File: config.mk
export PLATFORM = sky130hd
export DESIGN_NAME = pio_ram_emu_client
export DESIGN_NICKNAME = d
export VERILOG_FILES = /design/src/rtl/pio_ram_emu_client.sv
export SDC_FILE = /design/constraint.sdc
export NUM_CORES = 1
export LEC_CHECK = 0
export BUFFER_PORTS_ARGS = -buffer_cell sky130_fd_sc_hd__buf_2
export CAP_MARGIN = 10
export CELL_PAD_IN_SITES_DETAIL_PLACEMENT = 2
export CELL_PAD_IN_SITES_GLOBAL_PLACEMENT = 2
export CORE_MARGIN = 8
export CORE_UTILIZATION = 35
export CTS_CLUSTER_DIAMETER = 80
export CTS_CLUSTER_SIZE = 14
export DETAILED_ROUTE_END_ITERATION = 16
export PLACE_DENSITY = 0.87
export SYNTH_ARGS = -nofsm -noshare
export SYNTH_HDL_FRONTEND = slang
export SYNTH_SLANG_ARGS = --single-unit
File: constraint.sdc
create_clock -name clk -period 3 [get_ports clk]
set_clock_uncertainty 0.05 [all_clocks]
set_input_delay 0.3 -clock clk [delete_from_list [all_inputs] [get_ports clk]]
set_output_delay 0.3 -clock clk [all_outputs]
set_load 0.01 [all_outputs]
File: src/rtl/pio_ram_emu_client.sv
// ---------------------------------------------------------------------------
// pio_ram_emu_client
//
// Chip-side master for the PIO RAM emulator link. Parallel read-burst and
// write requests are turned into 20-bit command messages that are shifted
// out two bits per cycle on tx_pins. Read responses arriving on rx_pins are
// deserialized and presented as one-cycle rd_data_valid pulses.
//
// Message payload: {data[15:0], r1, w1, r0, w0}. The r/w fields are the
// per-channel command codes of the read and write channels of the emulator.
//
// Ports:
//   clk, reset          clock, synchronous active-high reset
//   rx_pins[1:0]        serial responses from the emulator
//   tx_pins[1:0]        serial commands to the emulator (idle = 2'b11)
//   rd_addr_valid/ready read-burst request handshake, rd_addr = start word
//   rd_data_valid       one-cycle pulse per received word, rd_data = word
//   wr_valid/ready      write beat handshake, wr_addr (first beat), wr_data
//   busy                init pending, message pending, reads or writes open
//   error               sticky: response arrived with no read outstanding
//
// Also contains the sbio_transmitter / sbio_receiver serializers used by
// the client. Frame format on the pins: one start symbol 2'b00, then
// PAYLOAD_CYCLES symbols, least significant symbol first; idle is all ones.
// ---------------------------------------------------------------------------

// ---------------------------------------------------------------------------
// sbio_transmitter: accepts a payload when idle and shifts it out.
//   payload/payload_valid in, payload_accepted out (combinational pulse),
//   pins out (registered, all ones when idle or in reset).
// ---------------------------------------------------------------------------
module sbio_transmitter #(
    parameter int IO_BITS        = 2,
    parameter int PAYLOAD_CYCLES = 10
) (
    input  logic                              clk,
    input  logic                              reset,
    input  logic [IO_BITS*PAYLOAD_CYCLES-1:0] payload,
    input  logic                              payload_valid,
    output logic                              payload_accepted,
    output logic [IO_BITS-1:0]                pins
);
    localparam int PW = IO_BITS * PAYLOAD_CYCLES;
    localparam int CW = $clog2(PAYLOAD_CYCLES + 1);

    logic          active;
    logic [CW-1:0] remaining;
    logic [PW-1:0] shift_reg;

    assign payload_accepted = payload_valid && !active;

    // A frame ends with one all-ones cycle before the next start symbol,
    // which lets the receiver resynchronise on every frame.
    always_ff @(posedge clk) begin
        if (reset) begin
            active    <= 1'b0;
            remaining <= '0;
            shift_reg <= '0;
            pins      <= '1;
        end else if (!active) begin
            if (payload_valid) begin
                active    <= 1'b1;
                remaining <= CW'(PAYLOAD_CYCLES);
                shift_reg <= payload;
                pins      <= '0;
            end else begin
                pins <= '1;
            end
        end else if (remaining != '0) begin
            pins      <= shift_reg[IO_BITS-1:0];
            shift_reg <= shift_reg >> IO_BITS;
            remaining <= remaining - CW'(1);
        end else begin
            pins   <= '1;
            active <= 1'b0;
        end
    end
endmodule

// ---------------------------------------------------------------------------
// sbio_receiver: waits for the all-zero start symbol, skips SKIP_CYCLES,
// then collects PAYLOAD_CYCLES symbols (first symbol lands in the LSBs).
//   pins in, payload out, payload_received out (registered one-cycle pulse).
// ---------------------------------------------------------------------------
module sbio_receiver #(
    parameter int IO_BITS        = 2,
    parameter int SKIP_CYCLES    = 0,
    parameter int PAYLOAD_CYCLES = 10
) (
    input  logic                              clk,
    input  logic                              reset,
    input  logic [IO_BITS-1:0]                pins,
    output logic [IO_BITS*PAYLOAD_CYCLES-1:0] payload,
    output logic                              payload_received
);
    localparam int PW    = IO_BITS * PAYLOAD_CYCLES;
    localparam int TOTAL = SKIP_CYCLES + PAYLOAD_CYCLES;
    localparam int CW    = $clog2(TOTAL + 1);

    logic          active;
    logic [CW-1:0] remaining;

    // Symbols are shifted in from the top so that after the last one the
    // first symbol sits in the least significant position.
    always_ff @(posedge clk) begin
        if (reset) begin
            active           <= 1'b0;
            remaining        <= '0;
            payload          <= '0;
            payload_received <= 1'b0;
        end else begin
            payload_received <= 1'b0;
            if (!active) begin
                if (pins == '0) begin
                    active    <= 1'b1;
                    remaining <= CW'(TOTAL);
                end
            end else begin
                if (remaining <= CW'(PAYLOAD_CYCLES)) begin
                    payload <= {pins, payload[PW-1:IO_BITS]};
                end
                remaining <= remaining - CW'(1);
                if (remaining == CW'(1)) begin
                    active           <= 1'b0;
                    payload_received <= 1'b1;
                end
            end
        end
    end
endmodule

// ---------------------------------------------------------------------------
// pio_ram_emu_client top
// ---------------------------------------------------------------------------
module pio_ram_emu_client #(
    parameter logic [15:0] READ_COUNT  = 16'd1,
    parameter logic [15:0] WRITE_COUNT = 16'd1
) (
    input  logic        clk,
    input  logic        reset,
    input  logic [1:0]  rx_pins,
    output logic [1:0]  tx_pins,
    input  logic        rd_addr_valid,
    output logic        rd_addr_ready,
    input  logic [15:0] rd_addr,
    output logic        rd_data_valid,
    output logic [15:0] rd_data,
    input  logic        wr_valid,
    output logic        wr_ready,
    input  logic [15:0] wr_addr,
    input  logic [15:0] wr_data,
    output logic        busy,
    output logic        error
);
    // Emulator command macro values; the wire code of each channel is
    // (M&1)|((M&4)>>1), i.e. {M[2], M[0]}. NOP is the one unused code.
    localparam logic [2:0] MACRO_SET_COUNT = 3'd0;
    localparam logic [2:0] MACRO_SEND_ADDR = 3'd1;
    localparam logic [2:0] MACRO_SEND_DATA = 3'd4;

    localparam logic [1:0] CODE_SET_COUNT = {MACRO_SET_COUNT[2], MACRO_SET_COUNT[0]};
    localparam logic [1:0] CODE_SEND_ADDR = {MACRO_SEND_ADDR[2], MACRO_SEND_ADDR[0]};
    localparam logic [1:0] CODE_SEND_DATA = {MACRO_SEND_DATA[2], MACRO_SEND_DATA[0]};
    localparam logic [1:0] CODE_NOP       = CODE_SET_COUNT ^ CODE_SEND_ADDR ^ CODE_SEND_DATA;

    localparam logic [1:0] ST_INIT_RC = 2'd0;
    localparam logic [1:0] ST_INIT_WC = 2'd1;
    localparam logic [1:0] ST_IDLE    = 2'd2;
    localparam logic [1:0] ST_WR_DATA = 2'd3;

    function automatic logic [19:0] pack_msg(input logic [1:0] r, input logic [1:0] w,
                                             input logic [15:0] d);
        return {d, r[1], w[1], r[0], w[0]};
    endfunction

    logic [1:0]  state;
    logic        msg_valid;
    logic [19:0] msg_payload;
    logic [15:0] rd_pending;
    logic [15:0] wr_left;
    logic [15:0] wr_hold;
    logic        payload_accepted;
    logic [19:0] rx_payload;
    logic        payload_received;
    logic        rd_hs;
    logic        wr_hs;
    logic [1:0]  msg_w_code;
    logic        unused_rx_header;

    sbio_transmitter #(
        .IO_BITS        (2),
        .PAYLOAD_CYCLES (10)
    ) u_tx (
        .clk              (clk),
        .reset            (reset),
        .payload          (msg_payload),
        .payload_valid    (msg_valid),
        .payload_accepted (payload_accepted),
        .pins             (tx_pins)
    );

    sbio_receiver #(
        .IO_BITS        (2),
        .SKIP_CYCLES    (0),
        .PAYLOAD_CYCLES (10)
    ) u_rx (
        .clk              (clk),
        .reset            (reset),
        .pins             (rx_pins),
        .payload          (rx_payload),
        .payload_received (payload_received)
    );

    assign unused_rx_header = ^rx_payload[3:0];
    assign msg_w_code       = {msg_payload[2], msg_payload[0]};

    // Requests are only taken with the message register empty; a read
    // request blocks the write port in the same cycle so reads win.
    assign rd_addr_ready = (state == ST_IDLE) && !msg_valid && (rd_pending == 16'd0);
    assign rd_hs         = rd_addr_valid && rd_addr_ready;
    assign wr_ready      = (state == ST_IDLE) && !msg_valid && !rd_hs;
    assign wr_hs         = wr_valid && wr_ready;

    assign busy = (state != ST_IDLE) || msg_valid || (rd_pending != 16'd0) || (wr_left != 16'd0);

    // WR_DATA returns to IDLE only when the data message itself is taken;
    // the address message loaded in IDLE is still queued on entry and its
    // acceptance must not end the state.
    always_ff @(posedge clk) begin
        if (reset) begin
            state         <= ST_INIT_RC;
            msg_valid     <= 1'b0;
            msg_payload   <= '0;
            rd_pending    <= '0;
            wr_left       <= '0;
            wr_hold       <= '0;
            rd_data_valid <= 1'b0;
            rd_data       <= '0;
            error         <= 1'b0;
        end else begin
            rd_data_valid <= 1'b0;
            if (payload_accepted) begin
                msg_valid <= 1'b0;
            end

            case (state)
                ST_INIT_RC: begin
                    if (payload_accepted) begin
                        state <= ST_INIT_WC;
                    end else if (!msg_valid) begin
                        msg_valid   <= 1'b1;
                        msg_payload <= pack_msg(CODE_SET_COUNT, CODE_NOP, READ_COUNT);
                    end
                end
                ST_INIT_WC: begin
                    if (payload_accepted) begin
                        state <= ST_IDLE;
                    end else if (!msg_valid) begin
                        msg_valid   <= 1'b1;
                        msg_payload <= pack_msg(CODE_NOP, CODE_SET_COUNT, WRITE_COUNT);
                    end
                end
                ST_IDLE: begin
                    if (rd_hs) begin
                        msg_valid   <= 1'b1;
                        msg_payload <= pack_msg(CODE_SEND_ADDR, CODE_NOP, rd_addr);
                        rd_pending  <= READ_COUNT;
                    end else if (wr_hs) begin
                        msg_valid <= 1'b1;
                        if (wr_left == 16'd0) begin
                            msg_payload <= pack_msg(CODE_NOP, CODE_SEND_ADDR, wr_addr);
                            wr_hold     <= wr_data;
                            wr_left     <= WRITE_COUNT - 16'd1;
                            state       <= ST_WR_DATA;
                        end else begin
                            msg_payload <= pack_msg(CODE_NOP, CODE_SEND_DATA, wr_data);
                            wr_left     <= wr_left - 16'd1;
                        end
                    end
                end
                ST_WR_DATA: begin
                    if (payload_accepted && (msg_w_code == CODE_SEND_DATA)) begin
                        state <= ST_IDLE;
                    end else if (!msg_valid) begin
                        msg_valid   <= 1'b1;
                        msg_payload <= pack_msg(CODE_NOP, CODE_SEND_DATA, wr_hold);
                    end
                end
                default: state <= ST_INIT_RC;
            endcase

            // A read handshake needs rd_pending==0 and a counted word needs
            // rd_pending!=0, so the two updates never collide.
            if (payload_received) begin
                if (rd_pending != 16'd0) begin
                    rd_pending    <= rd_pending - 16'd1;
                    rd_data       <= rx_payload[19:4];
                    rd_data_valid <= 1'b1;
                end else begin
                    error <= 1'b1;
                end
            end
        end
    end
endmodule

==> results of run 1 <==
[layer usage]
| layer | vias up | wire, µm | track usage |
|---|---|---|---|
| li1 | 2772 | - | - |
| met1 | 2974 | 9331 | 0.2198 |
| met2 | 137 | 11950 | 0.3803 |
| met3 | 49 | 846 | 0.04187 |
| met4 | 0 | 765 | 0.1075 |
| met5 | - | 0 | 0 |
[path summary, 6_finish.rpt]
check                                      start                      endpoint  slack (ps)  depth (start not counted)
setup / recovery        rd_pending[4]$_SDFF_PP0_                          busy          90                          6
hold reg to reg   u_tx.shift_reg[0]$_SDFFE_PP0P_       u_tx.pins[0]$_SDFF_PP1_         400                          2
hold / removal                        wr_data[3]       wr_hold[3]$_SDFFE_PP0P_          90                          3
setup reg to reg        rd_pending[4]$_SDFF_PP0_  msg_payload[10]$_SDFFE_PP0P_         170                          7
[area by class of cell]
| cell class | instances | area, µm² |
|---|---|---|
| Clock buffer | 17 | 425.4 |
| Clock inverter | 15 | 140.1 |
| Fill cell | 1912 | 9886 |
| Inverter | 13 | 48.80 |
| Multi-Input combinational cell | 531 | 3199 |
| Sequential cell | 138 | 2763 |
| Tap cell | 225 | 281.5 |
| Timing Repair Buffer | 97 | 553.0 |
[worst register-to-register path: stages, from the launching register on]
cell and delay [ps]:
dfxtp_1 380, or4_1 580, buf_4 200, nor4_4 420, nand3_2 200, buf_4 270, a311o_1 290, a311oi_1 340
[stage by stage]
stage | cells | hold slack [ps] | utilization | setup slack [ps]
after global placement | 1001 | 388.4 | 0.3916 | 315.6
final | 1036 | 88.60 | 0.4285 | 89.06
after floorplan | 737 | 372.9 | - | 341.0
after detailed placement | 1001 | 401.2 | 0.3916 | 87.87
after global routing | 1036 | 88.75 | 0.4285 | 3.151
after CTS | 1035 | 78.04 | 0.4265 | 3.824
[timing repair]
item / in CTS / in global routing
resized for setup: 4 / 3
pin swaps: 2 / 3
setup endpoints to repair: 4 / 13
buffers inserted: 2 / 1
[power breakdown]
part	leakage [nW]	total [mW]	internal [mW]	switching, mW
clock network	0.261	2.06	1.15	0.903
registers	1.12	2.01	1.92	0.0884
logic	1.44	0.539	0.199	0.340
total	2.82	4.61	3.27	1.33
[cell families after synthesis]
family,count (synthesis),share of synthesized area
buffers and inverters,68,0.04497
xor gates and xnor gates,7,0.009881
DFF,138,0.4453
muxes,37,0.06050
adders and majority gates,8,0.01613
and+or+nand+nor,281,0.2103
AOI/OAI and AO/OA,198,0.2129
[placed cells by master (no fill, tap or decap), types with 6 or more instances in the layout]
cell and n:
dfxtp_1 138, nand2_1 128, a21oi_1 86, buf_2 75, nor2_1 61, mux2i_1 33, a211oi_1 24, buf_4 21
nor3_1 20, o21ai_0 17, clkbuf_16 17, a311oi_1 14, or4_1 13, inv_1 12, or3_1 12, a311o_1 12
o31ai_1 10, nand3_1 8, ha_1 8, nand2b_1 6, clkinvlp_4 6
==> results.sh, run 1 <==
export IMPL_drt_iter0_markers=259
export IMPL_ys_types=61
export IMPL_synth_common_cells="138 x dfxtp_1, 128 x nand2_1, 86 x a21oi_1, 61 x nor2_1, 42 x clkbuf_1"
export IMPL_clk_path_buf_depth=2
export IMPL_gp_congestion=0.8148
export IMPL_nNetsFinal=860
export IMPL_path_delay_family="simple AND/OR/NAND/NOR gates"
export IMPL_netlist_area_mm2=0.006205
export IMPL_crit_fanout=13
export IMPL_yosysTopAreaCellShare=0.4453
export IMPL_drc_errors=0
export IMPL_critical_path_required_ps=2650
export IMPL_status="complete, no violations"
export IMPL_grt_util_all_layers=0.2072
export IMPL_antenna_found_initial=0
export IMPL_synth_async_sr_flop_share=0
export IMPL_ir_drop_mv=0.4365
export IMPL_row_count=48
export IMPL_tritoncts="done"
export IMPL_synth_seq_cells=138
export IMPL_holdBufCountCts=0
export IMPL_yosysMostFrequentCell="dfxtp_1"
export IMPL_core_area_mm2=0.01730
export IMPL_setup_viol=0
export IMPL_antenna_cells=0
export IMPL_criticalPathCategory="reg2out"
export IMPL_placed_area_mm2=0.006774
export IMPL_hold_path_class="in2reg"
export IMPL_worstMarginPinSlew_ps=807.3
export IMPL_drive_above_1_share=0.1862
export IMPL_yosysWarnings=0
export IMPL_routedWlPerCell_um=22.10
export IMPL_final_area_mm2=0.007411
export IMPL_syn_nets=799
export IMPL_synthTopCellsByArea="dfxtp_1 45%, nand2_1 7.7%, a21oi_1 6.9%, mux2i_1 5.3%, nor2_1 3.7%"
export IMPL_cts_root_buf="clkbuf_16"
export IMPL_ys_seq_area_frac=0.4453
export IMPL_crit_slowest_cell="or4_1"
export IMPL_via_per_inst=5.726
export IMPL_die_area_mm2=0.02224
export IMPL_grt_overflow=0
export IMPL_start_util=0.3587
export IMPL_slew_viol_final=0
export IMPL_synthCells=737
export IMPL_yosysTopAreaCell="dfxtp_1"
export IMPL_fmax_mhz=343.5
export IMPL_grt_pass1_vias=6800
export IMPL_relSlewSlack=0.4602
export IMPL_hpwl_um=15040
export IMPL_h_tree_depth=4
export IMPL_worst_path_buf_inv=2
export IMPL_critical_path_arrival_ps=2560
export IMPL_critPathLaunchType="register"
export IMPL_io_buffers=76
export IMPL_grt_pass1_wl_um=36420
export IMPL_ys_flop_type="dfxtp_1"
export IMPL_cp_end_kind="output pin"
export IMPL_maxCapViolations=0
export IMPL_die_x_um=149.1
export IMPL_synth_edf_count=0
export IMPL_cts_made_buffers=17
export IMPL_p_per_area_mw_per_mm2=621.4
export IMPL_wirelength_um=22900
export IMPL_cp_slowest_stage_delay_ps=580
export IMPL_ios=77
export IMPL_rsz0062_at_grt="false"
export IMPL_vias=5932
export IMPL_worstPathCellList="or4_1 > buf_4 > or4_4 > nor4_4 > nand2_1 > buf_2"
export IMPL_hold_violations=0
export IMPL_ant_nets=0
export IMPL_detail_route_first_pass_iterations=4
export IMPL_dieHeight_um=149.1
export IMPL_clkLatencyLatePin_ps=430
export IMPL_clock_sinks=138
export IMPL_finalCritPeriodShare=0.9703
export IMPL_fin_total_pwr_mw=4.605
export IMPL_finalCriticalPeriod_ps=2911
export IMPL_p_leak_nw=2.822
export IMPL_clk_pin_slew_ps=70
export IMPL_avgSynthCellArea_um2=8.419
export IMPL_finalSetupTns_ps=0
export IMPL_area_growth_pct=19.44
export IMPL_grt_max_degree=70
Note: power is estimated with default switching activity, not from simulation.
==> run 2: changes to the inputs <==
==> config.mk (replaced) <==
export PLATFORM = sky130hd
export DESIGN_NAME = pio_ram_emu_client
export DESIGN_NICKNAME = d
export VERILOG_FILES = /design/src/rtl/pio_ram_emu_client.sv
export SDC_FILE = /design/constraint.sdc
export NUM_CORES = 1
export LEC_CHECK = 0
export BUFFER_PORTS_ARGS = -buffer_cell sky130_fd_sc_hd__buf_2
export CAP_MARGIN = 10
export CELL_PAD_IN_SITES_DETAIL_PLACEMENT = 0
export CELL_PAD_IN_SITES_GLOBAL_PLACEMENT = 1
export CORE_MARGIN = 8
export CORE_UTILIZATION = 43
export CTS_CLUSTER_DIAMETER = 80
export CTS_CLUSTER_SIZE = 14
export DETAILED_ROUTE_END_ITERATION = 16
export PLACE_DENSITY = 0.86
export SYNTH_ARGS = -nofsm -noshare
export SYNTH_HDL_FRONTEND = slang
export SYNTH_SLANG_ARGS = --single-unit
==> run 2 against run 1 <==
Die area shrank 17%. Hold slack lost 1.3 ps. Design area shrank 1.7%. Highest routed layer unchanged. Critical endpoint unchanged. Largest cell class unchanged.
==> results.sh, run 2 (synthesis results as in run 1) <==
export IMPL_hold_path_class="in2reg"
export IMPL_fmax_mhz=345.5
export IMPL_fin_total_pwr_mw=4.447
export IMPL_detail_route_first_pass_iterations=7
export IMPL_h_tree_depth=4
export IMPL_gp_congestion=0.8629
export IMPL_grt_pass1_wl_um=26300
export IMPL_wirelength_um=16070
export IMPL_criticalPathCategory="reg2out"
export IMPL_cts_made_buffers=17
export IMPL_nNetsFinal=855
export IMPL_relSlewSlack=0.4706
export IMPL_core_area_mm2=0.01431
export IMPL_holdBufCountCts=0
export IMPL_cts_setup_buffers=0
export IMPL_drive_above_1_share=0.1787
export IMPL_critical_path_arrival_ps=2540
export IMPL_final_cell_mix="138 x dfxtp_1, 128 x nand2_1, 86 x a21oi_1"
export IMPL_setup_viol=0
export IMPL_antenna_found_initial=0
export IMPL_grt_overflow=0
export IMPL_rsz0062_at_grt="false"
export IMPL_grt_max_degree=69
export IMPL_crit_fanout=13
export IMPL_io_buffers=76
export IMPL_holdWs_ps=87.32
export IMPL_finalCritPeriodShare=0.9649
export IMPL_row_count=44
export IMPL_start_util=0.4335
export IMPL_status="complete, no violations"
export IMPL_grt_util_all_layers=0.1748
export IMPL_critical_path_required_ps=2650
export IMPL_clk_pin_slew_ps=60
export IMPL_clk_path_buf_depth=2
export IMPL_p_per_area_mw_per_mm2=610.5
export IMPL_via_per_inst=5.689
export IMPL_critPathLaunchType="register"
export IMPL_clkLatencyLatePin_ps=420
export IMPL_hpwl_um=11100
export IMPL_vias=5632
export IMPL_area_growth_pct=17.40
export IMPL_cts_resized=2
export IMPL_routedWlPerCell_um=16.23
export IMPL_dieHeight_um=136.1
export IMPL_ios=77
export IMPL_p_leak_nw=2.801
export IMPL_hold_violations=0
export IMPL_numPlacedInstances=958
export IMPL_die_area_mm2=0.01853
export IMPL_tritoncts="done"
export IMPL_fin_cells=990
export IMPL_grt_pass1_vias=5329
export IMPL_drt_iter0_markers=426
export IMPL_antenna_cells=0
export IMPL_clock_sinks=138
export IMPL_cp_end_kind="output pin"
export IMPL_slew_viol_final=0
export IMPL_finalCriticalPeriod_ps=2895
export IMPL_ant_nets=0
export IMPL_drc_errors=0
export IMPL_maxCapViolations=0
export IMPL_final_common_cell="dfxtp_1"
export IMPL_finalSetupTns_ps=0
export IMPL_worstMarginPinSlew_ps=792.1
export IMPL_die_x_um=136.1
export IMPL_cts_root_buf="clkbuf_16"
export IMPL_ir_drop_mv=0.4360
run 2: final timing paths:
path / slack (ps) / endpoint / depth (start not counted) / from
min reg2reg: 400 / u_tx.shift_reg[18]$_SDFFE_PP0P_ / 2 / msg_payload[18]$_SDFFE_PP0P_
min: 90 / wr_hold[15]$_SDFFE_PP0P_ / 3 / wr_data[15]
max: 110 / busy / 5 / rd_pending[4]$_SDFF_PP0_
max reg2reg: 250 / msg_payload[9]$_SDFFE_PP0P_ / 6 / rd_pending[4]$_SDFF_PP0_
run 2: final cells by class:
| cell class | instances | area [µm²] |
|---|---|---|
| Clock buffer | 19 | 452.9 |
| Clock inverter | 13 | 105.1 |
| Fill cell | 1376 | 7029 |
| Inverter | 13 | 48.80 |
| Multi-Input combinational cell | 531 | 3182 |
| Sequential cell | 138 | 2763 |
| Tap cell | 184 | 230.2 |
| Timing Repair Buffer | 92 | 503.0 |
run 2: metrics by stage:
stage          instance area (µm²)  utilization  setup slack, ps
6_report                      7284       0.5089            105.3
3_3_place_gp                  6708       0.4686            313.7
4_1_cts                       7276       0.5083            46.13
3_5_place_dp                  6708       0.4686            198.4
5_1_grt                       7284       0.5089            17.48
2_1_floorplan                 6205            -            341.0
run 2: routing by layer:
layer | wire [µm] | share of wire | track usage | up-vias
met5 | 0 | 0 | 0 | -
met4 | 359 | 0.022 | 0.07016 | 0
met2 | 7495 | 0.47 | 0.2765 | 183
li1 | - | - | - | 2771
met1 | 7073 | 0.44 | 0.2171 | 2647
met3 | 1141 | 0.071 | 0.05395 | 31
run 2: power breakdown:
group | total (mW) | switching (mW) | leakage, nW | internal, mW
combinational | 0.493 | 0.299 | 1.40 | 0.195
clock | 1.96 | 0.845 | 0.276 | 1.12
sequential | 1.99 | 0.0693 | 1.12 | 1.92
run 2: worst max-delay path, cell delays in order (launching register included):
cell and delay, ps:
dfxtp_1 370, or4_4 610, or4_4 610, nor4_4 310, nand2_1 70, buf_2 140
==> run 3: changes to the inputs <==
--- a/config.mk
+++ b/config.mk
@@ -14,7 +14,7 @@
 export CTS_CLUSTER_DIAMETER = 80
 export CTS_CLUSTER_SIZE = 14
 export DETAILED_ROUTE_END_ITERATION = 16
-export PLACE_DENSITY = 0.86
+export PLACE_DENSITY = 0.76
 export SYNTH_ARGS = -nofsm -noshare
 export SYNTH_HDL_FRONTEND = slang
 export SYNTH_SLANG_ARGS = --single-unit
==> run 3 against run 2 <==
Via count shrank 1.1%. Fmax grew 0.99%. First-iteration DRC count decreased by 8.2%. Clock power is 6% higher. Highest routed layer unchanged. Critical endpoint unchanged. Sequential power barely moved. Die area did not move. Total power up 2.7%. Critical path depth unchanged. Combinational power up 4%. Setup slack better by 28 ps.
==> results.sh, run 3 (synthesis results as in run 1) <==
export IMPL_grt_max_degree=97
export IMPL_hold_start="wr_data[5]"
export IMPL_ios=77
export IMPL_r2r_start="rd_pending[4]$_SDFF_PP0_"
export IMPL_h_tree_depth=4
export IMPL_routedWlPerCell_um=16.43
export IMPL_criticalPathCategory="reg2out"
export IMPL_finalSetupTns_ps=0
export IMPL_clkLatencyLatePin_ps=420
export IMPL_finalCritPeriodShare=0.9554
export IMPL_placed_area_mm2=0.006738
export IMPL_area_growth_pct=18.45
export IMPL_ir_drop_mv=0.4557
export IMPL_start_util=0.4335
export IMPL_rrSetupSlack_ps=250
export IMPL_critical_path_arrival_ps=2520
export IMPL_worstPathCellList="or4_4 > or4_4 > nor4_4 > nand2_1 > buf_2"
export IMPL_dp_slack_ps=204.3
export IMPL_cts_root_buf="clkbuf_16"
export IMPL_cp_end_kind="output pin"
export IMPL_r2r_end="msg_payload[17]$_SDFFE_PP0P_"
export IMPL_antenna_cells=0
export IMPL_grt_overflow=0
export IMPL_hpwl_um=11290
export IMPL_worstMarginPinSlew_ps=1005
export IMPL_grt_pass1_vias=5461
export IMPL_crit_top_cell="or4_4"
export IMPL_wirelength_um=16330
export IMPL_cp_slowest_stage_delay_ps=610
export IMPL_clk_path_buf_depth=2
export IMPL_worst_path_buf_inv=1
export IMPL_fin_total_pwr_mw=4.568
export IMPL_die_area_mm2=0.01853
export IMPL_io_buffers=76
export IMPL_final_common_cell="dfxtp_1"
export IMPL_detail_route_first_pass_iterations=5
export IMPL_fin_cells=994
export IMPL_maxCapViolations=0
export IMPL_drc_errors=0
export IMPL_crit_fanout=13
export IMPL_reg2reg_depth=6
export IMPL_core_area_mm2=0.01431
export IMPL_rsz0062_at_grt="false"
export IMPL_grt_pass1_wl_um=26990
export IMPL_finalCriticalPeriod_ps=2866
export IMPL_via_per_inst=5.604
export IMPL_p_per_area_mw_per_mm2=621.5
export IMPL_path_delay_family="simple AND/OR/NAND/NOR gates"
export IMPL_setup_viol=0
export IMPL_grt_util_all_layers=0.1809
export IMPL_hold_path_class="in2reg"
export IMPL_drive_above_1_share=0.1815
export IMPL_min_to="wr_hold[5]$_SDFFE_PP0P_"
export IMPL_final_area_mm2=0.007350
export IMPL_setup_ws_ps=133.7
export IMPL_cts_made_buffers=17
export IMPL_holdWs_ps=88.20
export IMPL_whs_path_depth=3
export IMPL_slew_viol_final=0
export IMPL_p_leak_nw=2.817
export IMPL_clk_pin_slew_ps=60
export IMPL_vias=5570
export IMPL_hold_violations=0
export IMPL_nNetsFinal=859
export IMPL_relSlewSlack=0.3303
export IMPL_fmax_mhz=348.9
export IMPL_ant_nets=0
export IMPL_row_count=44
export IMPL_numPlacedInstances=962
export IMPL_antenna_found_initial=0
export IMPL_setup_worst_path_start="rd_pending[4]$_SDFF_PP0_"
export IMPL_final_cell_mix="138 x dfxtp_1, 128 x nand2_1, 86 x a21oi_1"
export IMPL_gp_congestion=0.8307
export IMPL_critical_path_required_ps=2650
export IMPL_final_util=0.5135
export IMPL_dieHeight_um=136.1
export IMPL_critPathLaunchType="register"
export IMPL_clock_sinks=138
export IMPL_status="complete, no violations"
export IMPL_die_x_um=136.1
export IMPL_crit_slowest_cell="or4_4"
export IMPL_drt_iter0_markers=391
export IMPL_tritoncts="done"
run 3: layer usage:
metal,vias to the layer above,GRT usage,wire [µm]
met5,-,0,0
met4,0,0.08176,361
met3,25,0.04804,969
met2,161,0.2869,7553
met1,2602,0.2254,7443
li1,2782,-,-
run 3: layout make-up:
type	count	area, µm²
Clock inverter	12	138.9
Fill cell	1377	6964
Sequential cell	138	2763
Multi-Input combinational cell	531	3186
Clock buffer	20	446.7
Tap cell	184	230.2
Timing Repair Buffer	96	536.8
Inverter	13	48.80
run 3: what timing repair did:
action                                  CTS  global route
endpoints found under the setup margin    3             1
endpoints found under the hold margin     0             0
cloned                                    0             0
setup buffers                             0             0
hold buffers                              0             0
resized for setup                         3             3
run 3: how the worst max path moves through the flow:
stage	end	slack, ps	cells past startpoint
5_1_grt	wr_ready	10	6
3_5_place_dp	msg_payload[17]$_SDFFE_PP0P_	200	6
3_3_place_gp	msg_payload[14]$_SDFFE_PP0P_	260	6
4_1_cts	wr_ready	60	6
6_report	busy	130	5
2_1_floorplan	busy	340	6
run 3: power breakdown:
group | leakage (nW) | total (mW) | switching (mW) | internal (mW)
logic | 1.42 | 0.511 | 0.305 | 0.207
registers | 1.12 | 1.99 | 0.0680 | 1.92
clock network | 0.274 | 2.07 | 0.813 | 1.25
total | 2.82 | 4.57 | 1.19 | 3.38
run 3: tightest hold or removal path, delay by kind of cell:
kind	cells	cell delay (ps)
buf+inv	1	100
simple gates	1	50
compound gates	1	50
